## src/rtl/edge_detect_engine.sv

```systemverilog
// 3x3 Sobel edge-detection engine: streams a frame from a sync-read pixel RAM and emits one
// saturated gradient magnitude (or thresholded edge bit) per input pixel over valid/ready.
module edge_detect_engine #(
   parameter int unsigned IMG_W  = 64,
   parameter int unsigned IMG_H  = 64,
   parameter int unsigned PIX_W  = 8,
   parameter int unsigned ADDR_W = 12
) (
   input  logic              clk_50M,
   input  logic              reset,
   input  logic              start,
   input  logic              mode,
   input  logic [PIX_W-1:0]  threshold,
   input  logic [ADDR_W-1:0] src_base,
   input  logic [ADDR_W-1:0] dst_base,
   output logic [ADDR_W-1:0] rd_addr,
   input  logic [PIX_W-1:0]  rd_data,
   output logic              out_valid,
   input  logic              out_ready,
   output logic [PIX_W-1:0]  out_pixel,
   output logic [ADDR_W-1:0] out_addr,
   output logic              busy,
   output logic              done
);

   localparam int unsigned N     = IMG_W * IMG_H;
   localparam int unsigned MAG_W = PIX_W + 3;
   localparam int unsigned COL_W = $clog2(IMG_W);
   localparam int unsigned ROW_W = $clog2(IMG_H);
   localparam logic [ADDR_W-1:0] LEAD      = ADDR_W'(IMG_W + 1);
   localparam logic [ADDR_W-1:0] LAST      = ADDR_W'(N - 1);
   localparam logic [ADDR_W-1:0] FLUSH_IDX = ADDR_W'(N - IMG_W - 1);
   localparam logic [COL_W-1:0]  COL_LAST  = COL_W'(IMG_W - 1);

   typedef enum logic [2:0] {
      StIdle, StRdIssue, StRdWait, StEmit, StFlush, StDone
   } state_e;

   state_e state_q, state_d;

   logic                     mode_q;
   logic [PIX_W-1:0]         thr_q;
   logic [ADDR_W-1:0]        src_q, dst_q;
   logic [ADDR_W-1:0]        idx_q, idx_inc;
   logic [COL_W-1:0]         col_q;
   logic [ROW_W-1:0]         row_q;
   logic [ADDR_W-1:0]        rd_addr_q, out_addr_q;
   logic [PIX_W-1:0]         pix_q;

   logic [PIX_W-1:0]         lb0 [IMG_W];
   logic [PIX_W-1:0]         lb1 [IMG_W];
   logic [PIX_W-1:0]         win_q [3][3];
   logic [PIX_W-1:0]         win_n [3][3];

   logic signed [MAG_W-1:0]  gx, gy;
   logic [MAG_W-1:0]         abs_gx, abs_gy, mag;
   logic                     border;
   logic [PIX_W-1:0]         result;

   function automatic logic signed [MAG_W-1:0] ext(input logic [PIX_W-1:0] p);
      return $signed(MAG_W'(p));
   endfunction

   assign idx_inc = idx_q + ADDR_W'(1);

   // Window [row][col]: column 2 is the incoming column (rows r-2, r-1, r at column c).
   always_comb begin
      for (int r = 0; r < 3; r++) begin
         win_n[r][0] = win_q[r][1];
         win_n[r][1] = win_q[r][2];
      end
      win_n[0][2] = lb1[col_q];
      win_n[1][2] = lb0[col_q];
      win_n[2][2] = rd_data;
   end

   assign gx = (ext(win_n[0][2]) + (ext(win_n[1][2]) <<< 1) + ext(win_n[2][2]))
             - (ext(win_n[0][0]) + (ext(win_n[1][0]) <<< 1) + ext(win_n[2][0]));
   assign gy = (ext(win_n[2][0]) + (ext(win_n[2][1]) <<< 1) + ext(win_n[2][2]))
             - (ext(win_n[0][0]) + (ext(win_n[0][1]) <<< 1) + ext(win_n[0][2]));
   assign abs_gx = gx[MAG_W-1] ? -gx : gx;
   assign abs_gy = gy[MAG_W-1] ? -gy : gy;
   assign mag    = abs_gx + abs_gy;

   // Centre sits one row up and one column left of the input; columns 0/1 wrap to a border.
   assign border = (col_q < COL_W'(2)) || (row_q < ROW_W'(2));

   always_comb begin
      if (border) begin
         result = '0;
      end else if (mode_q) begin
         result = (mag >= MAG_W'(thr_q)) ? '1 : '0;
      end else if (|mag[MAG_W-1:PIX_W]) begin
         result = '1;
      end else begin
         result = mag[PIX_W-1:0];
      end
   end

   always_ff @(posedge clk_50M or negedge reset) begin
      if (!reset) state_q <= StIdle;
      else        state_q <= state_d;
   end

   always_comb begin
      state_d = state_q;
      unique case (state_q)
         StIdle:    if (start) state_d = StRdIssue;
         StRdIssue: state_d = StRdWait;
         StRdWait:  state_d = (idx_q < LEAD) ? StRdIssue : StEmit;
         StEmit:    if (out_ready) state_d = (idx_q == LAST) ? StFlush : StRdIssue;
         StFlush:   if (out_ready && idx_q == LAST) state_d = StDone;
         StDone:    state_d = StIdle;
         default:   state_d = StIdle;
      endcase
   end

   always_ff @(posedge clk_50M or negedge reset) begin
      if (!reset) begin
         mode_q     <= 1'b0;
         thr_q      <= '0;
         src_q      <= '0;
         dst_q      <= '0;
         idx_q      <= '0;
         col_q      <= '0;
         row_q      <= '0;
         rd_addr_q  <= '0;
         out_addr_q <= '0;
         pix_q      <= '0;
      end else begin
         unique case (state_q)
            StIdle: begin
               if (start) begin
                  mode_q    <= mode;
                  thr_q     <= threshold;
                  src_q     <= src_base;
                  dst_q     <= dst_base;
                  idx_q     <= '0;
                  col_q     <= '0;
                  row_q     <= '0;
                  rd_addr_q <= src_base;
               end
            end
            StRdWait: begin
               pix_q <= result;
               if (col_q == COL_LAST) begin
                  col_q <= '0;
                  row_q <= row_q + ROW_W'(1);
               end else begin
                  col_q <= col_q + COL_W'(1);
               end
               if (idx_q < LEAD) begin
                  idx_q     <= idx_inc;
                  rd_addr_q <= src_q + idx_inc;
               end else begin
                  out_addr_q <= dst_q + idx_q - LEAD;
               end
            end
            StEmit: begin
               if (out_ready) begin
                  if (idx_q == LAST) begin
                     idx_q      <= FLUSH_IDX;
                     out_addr_q <= dst_q + FLUSH_IDX;
                     pix_q      <= '0;
                  end else begin
                     idx_q     <= idx_inc;
                     rd_addr_q <= src_q + idx_inc;
                  end
               end
            end
            StFlush: begin
               if (out_ready && idx_q != LAST) begin
                  idx_q      <= idx_inc;
                  out_addr_q <= out_addr_q + ADDR_W'(1);
               end
            end
            default: ;
         endcase
      end
   end

   // Line buffers and window are refilled every frame, so they carry no reset.
   always_ff @(posedge clk_50M) begin
      if (state_q == StRdWait) begin
         lb1[col_q] <= lb0[col_q];
         lb0[col_q] <= rd_data;
         win_q      <= win_n;
      end
   end

   assign rd_addr   = rd_addr_q;
   assign out_pixel = pix_q;
   assign out_addr  = out_addr_q;
   assign out_valid = (state_q == StEmit) || (state_q == StFlush);
   assign busy      = (state_q != StIdle) && (state_q != StDone);
   assign done      = (state_q == StDone);

endmodule
```

## config.mk

```make
export PLATFORM = sky130hd
export DESIGN_NAME = edge_detect_engine
export DESIGN_NICKNAME = d
export VERILOG_FILES = /design/src/rtl/edge_detect_engine.sv
export SDC_FILE = /design/constraint.sdc
export NUM_CORES = 1
export LEC_CHECK = 0
export CAP_MARGIN = 0
export CORE_ASPECT_RATIO = 0.6
export CORE_MARGIN = 3
export CORE_UTILIZATION = 56
export CTS_CLUSTER_DIAMETER = 30
export DETAILED_ROUTE_END_ITERATION = 10
export PLACE_DENSITY = 0.79
export RECOVER_POWER = 25
export SETUP_SLACK_MARGIN = 0.4
export SLEW_MARGIN = 20
export SYNTH_ARGS = -nofsm -noshare
export SYNTH_HDL_FRONTEND = slang
export SYNTH_SLANG_ARGS = --single-unit
```

## constraint.sdc

```tcl
create_clock -name clk_50M -period 9.3 [get_ports clk_50M]
set_clock_uncertainty 0.1 [all_clocks]
set_input_delay 0.93 -clock clk_50M [delete_from_list [all_inputs] [get_ports clk_50M]]
set_output_delay 0.93 -clock clk_50M [all_outputs]
set_load 0.005 [all_outputs]
```

# [Yosys cells after proc, flatten, opt, wreduce, memory -nomap -nowiden]
# Memory sizes are Yosys's and may differ from the RTL's.
# Index checks and enable logic that the tools add are counted.
[word_totals] regBits=140 mem_bits_rw=1024 inputBits=45 out_inout_bits=35 word_cells=121 memories=2
[classes] n_addsub=21 order_cmp=4 n_eq_ne=18 mux=38 n_reduce_logical=21
[mem_list] memory="lb0" words=64 width=8 read_ports=1 rd_ports_with_merged_regs=0 write_ports=1 line_no="50" source="logic [PIX_W-1:0] lb0 [IMG_W];"
[mem_list] memory="lb1" words=64 width=8 read_ports=1 rd_ports_with_merged_regs=0 write_ports=1 line_no="51" source="logic [PIX_W-1:0] lb1 [IMG_W];"
[op_table] op="two-way mux 12 bit" count=13
[op_table] op="case mux 12 bit (3 select lines)" count=2
[op_table] op="two-way mux 8 bit" count=6
[op_table] op="case mux 12 bit (4 select lines)" count=1
[op_table] op="adder 10 x 8 -> 11 bit" count=4
[op_table] op="adder 8 x 9 -> 10 bit" count=4
[op_table] op="adder 12 x 1 -> 12 bit (second input constant)" count=2
[op_table] op="adder 12 bit" count=2
[op_table] op="case mux 6 bit (2 select lines)" count=2
[op_table] op="two-way mux 11 bit" count=2
[op_table] op="negator 11 bit" count=2
[op_table] op="subtractor 11 bit" count=2
[op_table] op="two-way mux 6 bit" count=3
[op_table] op="!= test 2 bit (second input constant)" count=9
[op_table] op="case mux 8 bit (2 select lines)" count=1
[op_table] op="case mux 3 bit (5 select lines)" count=1
[op_table] op="AND reduction 5 bit" count=3
[op_table] op="adder 12 bit (second input constant)" count=1
[op_table] op="adder 6 x 1 -> 6 bit (second input constant)" count=2
[op_table] op="== test 12 bit (second input constant)" count=1
[op_table] op="< comparator 12 x 7 -> 1 bit (second input constant)" count=1
[op_table] op="< comparator 6 x 2 -> 1 bit (second input constant)" count=2
[op_table] op="two-way mux 3 bit" count=4
[op_table] op="!= test 12 bit (second input constant)" count=1
[op_table] op="19 further kinds" count=31

# [Longest topological paths before layout]
# An unclocked memory read counts as a cell.
[depth] word_depth=12 depth_mapped=41 mapped_depth_nobuf=37

# [Worst setup path before layout]
# OpenSTA, ideal clock, no wires.
[synth_path] path_kind="register -> register" start="register col_q[1]" end="register pix_q[0], in the netlist out_pixel[0]" setup_ns=0.121 arrival_time_ns=9.547 required_time_ns=9.079 setup_slack_ns=-0.468 path_stages_with_launch=36 path_buffers=6 synth_period_minus_slack_ns=9.768 cell_sequence="dfrtp_1 clkbuf_1 nor3b_1 buf_2 buf_2 clkbuf_1 a22oi_1 nand4b_1 a32oi_1 o221ai_1 fa_1 inv_1 fa_1 inv_1 fa_1 ha_1 a21o_1 nand2_1 and3_1 o31ai_1 clkbuf_1 mux2_2 fa_1 a21oi_1 nor2b_1 nor3_1 nor2_1 ha_1 o21ai_0 a21oi_1 o21a_1 o21ai_0 nand4_1 and3_1 buf_4 a22o_1"
[synth_rtl] item="start: declaration" line_no="45" source="logic [COL_W-1:0] col_q;"
[synth_rtl] item="start signal: assignment" line_no="150" source="col_q <= col_q + COL_W'(1);"
[synth_rtl] item="end signal: assignment" line_no="145" source="pix_q <= result;"
[synth_rtl] item="end: declaration" line_no="48" source="logic [PIX_W-1:0] pix_q;"

# [Worst setup path after layout]
[layout_path] start="input rd_data[6]" end="register pix_q[3], in the netlist out_pixel[3]"
[layout_between] elab_chain_len=10 word_cells_on_any_way=16 classes_between="add/sub: 7; order compare: 1; mux: 7; reduce/logical: 1"
[layout_lines] item="start: declaration" line_no="17" source="input logic [PIX_W-1:0] rd_data,"
[layout_lines] item="adder 10 x 8 -> 11 bit (on tied branches)" line_no="77, 79"
[layout_lines] item="subtractor 11 bit (on tied branches)" line_no="78, 80"
[layout_lines] item="negator 11 bit (on tied branches)" line_no="81, 82"
[layout_lines] item="two-way mux 11 bit (on tied branches)" line_no="81, 82"
[layout_lines] item="adder 11 bit *" line_no="83" source="assign mag = abs_gx + abs_gy;"
[layout_lines] item="greater-or-equal comparator 11 x 8 -> 1 bit / OR reduction 3 bit (equally long branches)" line_no="92, 93"
[layout_lines] item="two-way mux 8 bit (on tied branches)" line_no="92, 93"
[layout_lines] item="two-way mux 8 bit *" line_no="91" source="end else if (mode_q) begin"
[layout_lines] item="two-way mux 8 bit *" line_no="89" source="if (border) begin"
[layout_lines] item="case mux 8 bit (2 select lines) *" line_no="131" source="unique case (state_q)"
# Mark *: on every way between the ends. The rest lies on a longest branch, timed or not.
# A chain may end at the register's enable or synchronous reset.

==> summary.md <==
| Metric | Value |
|---|---|
| Root buffer cell | clkbuf_16 |
| RSZ-0062 raised after global routing | false |
| Slew of the pin with the lowest slew margin | 3.922 ns |
| HP Class | flop to flop |
| Leading post-synthesis cells by cell area | edfxtp_1 67%, a22oi_1 5.2%, dfrtp_1 4.8%, fa_1 2.7%, ha_1 2.1% |
| Worst Hold End | win_n[43] |
| Reg2reg setup slack | 0.56 ns |
| Initial antenna violation count | 4 |
| Synth-to-Final Area Change | 18.56% |
| Fin crit share | 94.14% |
| Placer Congestion | 0.9566 |
| Max Root-Sink Buffers | 3 |
| Site row count | 82 |
| H-tree Lvls | 4 |
| Avg Cell Area, Syn | 15.48 sq um |
| Core Util, Final | 67.41% |
| Count of different cell masters after synthesis | 80 |
| Total negative setup slack | 0 ns |
| EDFF count, synth | around 1100 |
| Main flop type after synthesis | edfxtp_1 |
| DRT Wirelength | between 100000 and 150000 um |
| Initial DRC Count | 5950 |
| Sink Count | between 1000 and 1500 |
| Hold depth | 0 |
| Max cap viols | 13 |
| Endpoints failing setup | 0 |
| Achievable frequency | 114.2 MHz |
| Most common library cells after synthesis | 1072 x edfxtp_1, 332 x a22oi_1, 157 x inv_1, 153 x nor2_1, 112 x nand2_1 |
| FF/Latch Area | 0.03450 sq mm |
| Multi-input logic area | 0.01245 sq mm |
| Die Ht | 232.2 um |
| Vias/cell | slightly below 7 |
| Clk pin slew, worst setup/hold paths | 0.06 ns |
| Clk Latency, worst-skew pair | roughly 0.76 ns |
| First drt pass iteration count | 7 |
| Worst R2R End | out_pixel[3] |
| Most frequent cell after synthesis | edfxtp_1 |
| TritonCTS Buffers | approximately 130 |
| Fill cell count | 5359 |
| Sequential-to-total area share from yosys stat | between 70% and 80% |
| Initial core utilization | 56.85% |
| Num ports | 80 |
| Fin crit period | 8.755 ns |
| Crit. End Element | flop |
| Synth Net Count | about 3300 |
| Yosys warns | 0 |
| CP startpoint | rd_data[6] |
| Async set or reset register ratio after synthesis | 7.904% |
| Max-Slew Margin vs Limit | -161.4% |
| Most area-hungry cell type in the Yosys netlist | edfxtp_1 |
| Final nets | 3606 |
| Die X | 383.1 um |
| Die Footprint | 0.08896 sq mm |
| Failing checks | max-capacitance violations, max-slew violations |
| Reg2reg start | col_q[1] |
| R2R depth | 35 |
| Crit path kind | input pin to flop |
| I/O Buffers | 79 |
| Yosys top cell area share | 67.39% |
| Largest net degree at the start of global routing | 69 |
| Critical Path AT | 9.27 ns |
| Pins Over Slew Limit | 665 |
| Core area | 0.08403 sq mm |
| Final Hold Fails | 0 |
| CTS tree | done |
| GRT overflow | 0 |
| Worst Hold Launch | win_n[35] |
| Fraction of layout cells with a size suffix above 1 | 16.73% |
| Gate Count Post-Synth | 3086 |
| Critical Path RT | 9.81 ns |
| DR WL/cell | approximately 31 um |
| Status | finished with violations |
| CP Max Fanout | 66 |
| First-pass GRT wire length | 206900 um |
| DR DRC count | 0 |
| Tot GR Track Use | around a third |
| Synth Register Bits | 1164 |
| Post-Syn Area | 0.04777 sq mm |
| Number of global-route vias before repair | 30620 |
| DR vias | 31720 |
| Final HPWL DP | 89280 um |
| CP Launch Type | input pin |
| Post-route ant nets | 0 |
-- metrics by stage --
| stage | std cells | hold slack (ns) | setup WS, ns | instance area (sq um) |
|---|---|---|---|---|
| 6_report | 4659 | 0.3213 | 0.5450 | 56640 |
| 2_1_floorplan | 3086 | 0.3003 | 0.3960 | 48170 |
| 4_1_cts | 4625 | 0.3199 | 0.4133 | 56110 |
| 3_3_place_gp | 4374 | 0.3018 | 0.1170 | 51370 |
| 3_5_place_dp | 4374 | 0.3063 | -0.06817 | 51380 |
| 5_1_grt | 4655 | 0.3410 | 0.1333 | 56630 |
-- what timing repair did --
item | in CTS | in global routing
gates resized for setup | 9 | 53
buffers inserted | 7 | 26
endpoints found under the hold margin | 24 | 0
setup endpoints to repair | 8 | 8
gates cloned | 1 | 4
hold buffers | 1 | 0
pin swaps | 1 | 24
-- cell families after synthesis --
kind of cell             synth area share [%]
AND/OR/NAND/NOR                         4.866
adder cells (fa/ha/maj)                 4.872
XOR/XNOR                                1.522
AO/OA/AOI/OAI                           12.88
multiplexers                            1.019
buffers and inverters                   2.632
flip-flops                              72.21
-- sequential cells by signal, indices dropped and copies added (netlist names) --
signal	flops
lb0	512
out_addr	12
col_q	6
src_q	12
out_pixel	8
row_q	6
thr_q	8
dst_q	12
rd_addr	12
state_q	3
idx_q	12
win_n	48
mode_q	1
lb1	512
-- per-layer routing --
layer | up-vias | GRT usage [%] | wire length (um)
met4 | 8 | 9.495 | 4088
met5 | - | 0 | 195
met2 | 2768 | 43.70 | 60010
li1 | 12860 | - | -
met3 | 317 | 13.91 | 26580
met1 | 15770 | 46.97 | 54280
-- critical path, stage by stage --
cell and delay (ns):
buf_2 0.09, clkbuf_1 2.61, fa_1 0.81, inv_1 0.10, fa_1 0.39, inv_1 0.08
fa_1 0.42, ha_1 0.30, nand2_1 0.09, a21oi_2 0.05, nand2b_1 0.19, a21o_1 0.20
nand2_1 0.08, nor2b_1 0.14, buf_4 0.16, nand2_1 0.07, xnor2_1 0.15, ha_1 0.23
or4_1 0.53, o21a_1 0.24, a21o_1 0.20, a21oi_2 0.14, xor2_1 0.27, xnor2_2 0.17
and3b_1 0.18, buf_4 0.16, nand2b_1 0.08, a22o_1 0.20
-- how the worst max path moves through the flow --
stage,end,slack (ns),cells after the start
3_5_place_dp,out_pixel[0],-0.07,34
6_report,out_pixel[3],0.54,28
3_3_place_gp,out_pixel[3],0.12,34
4_1_cts,out_pixel[7],0.41,34
5_1_grt,out_pixel[3],0.13,30
2_1_floorplan,out_pixel[0],0.40,36
-- cells in the final DEF, fill, tap and decap left out, types with 14 or more instances in the layout --
cell type and n:
edfxtp_1 1072, mux2_2 20, clkdlybuf4s50_1 70, a221oi_1 72
nor2_1 150, clkbuf_1 31, inv_6 15, a21oi_1 87
a21o_1 19, o21ai_1 39, inv_1 151, clkinv_2 14
clkbuf_16 142, nand3_1 34, a22oi_1 329, nand2_1 112
o21ai_0 45, clkinv_1 14, buf_4 236, a22o_1 95
nand4_1 50, nor2b_1 17, xnor2_1 54, mux2i_1 16
ha_1 79, bufinv_16 16, dfrtp_1 87, a31oi_1 53
nand2b_1 19, fa_1 64, xor2_1 25
-- area by class of cell --
class                           instances  share of cell area (%)
Tap cell                             1134                   2.505
Inverter                              160                   1.067
Antenna cell                            4                 0.01767
Sequential cell                      1164                   60.91
Clock inverter                         88                   1.856
Multi-Input combinational cell       1602                   21.97
Timing Repair Buffer                  353                   5.372
Clock buffer                          154                   6.294
Power is not shown: default switching activity piles up to over one toggle a cycle in this logic, so the estimate is an artifact.
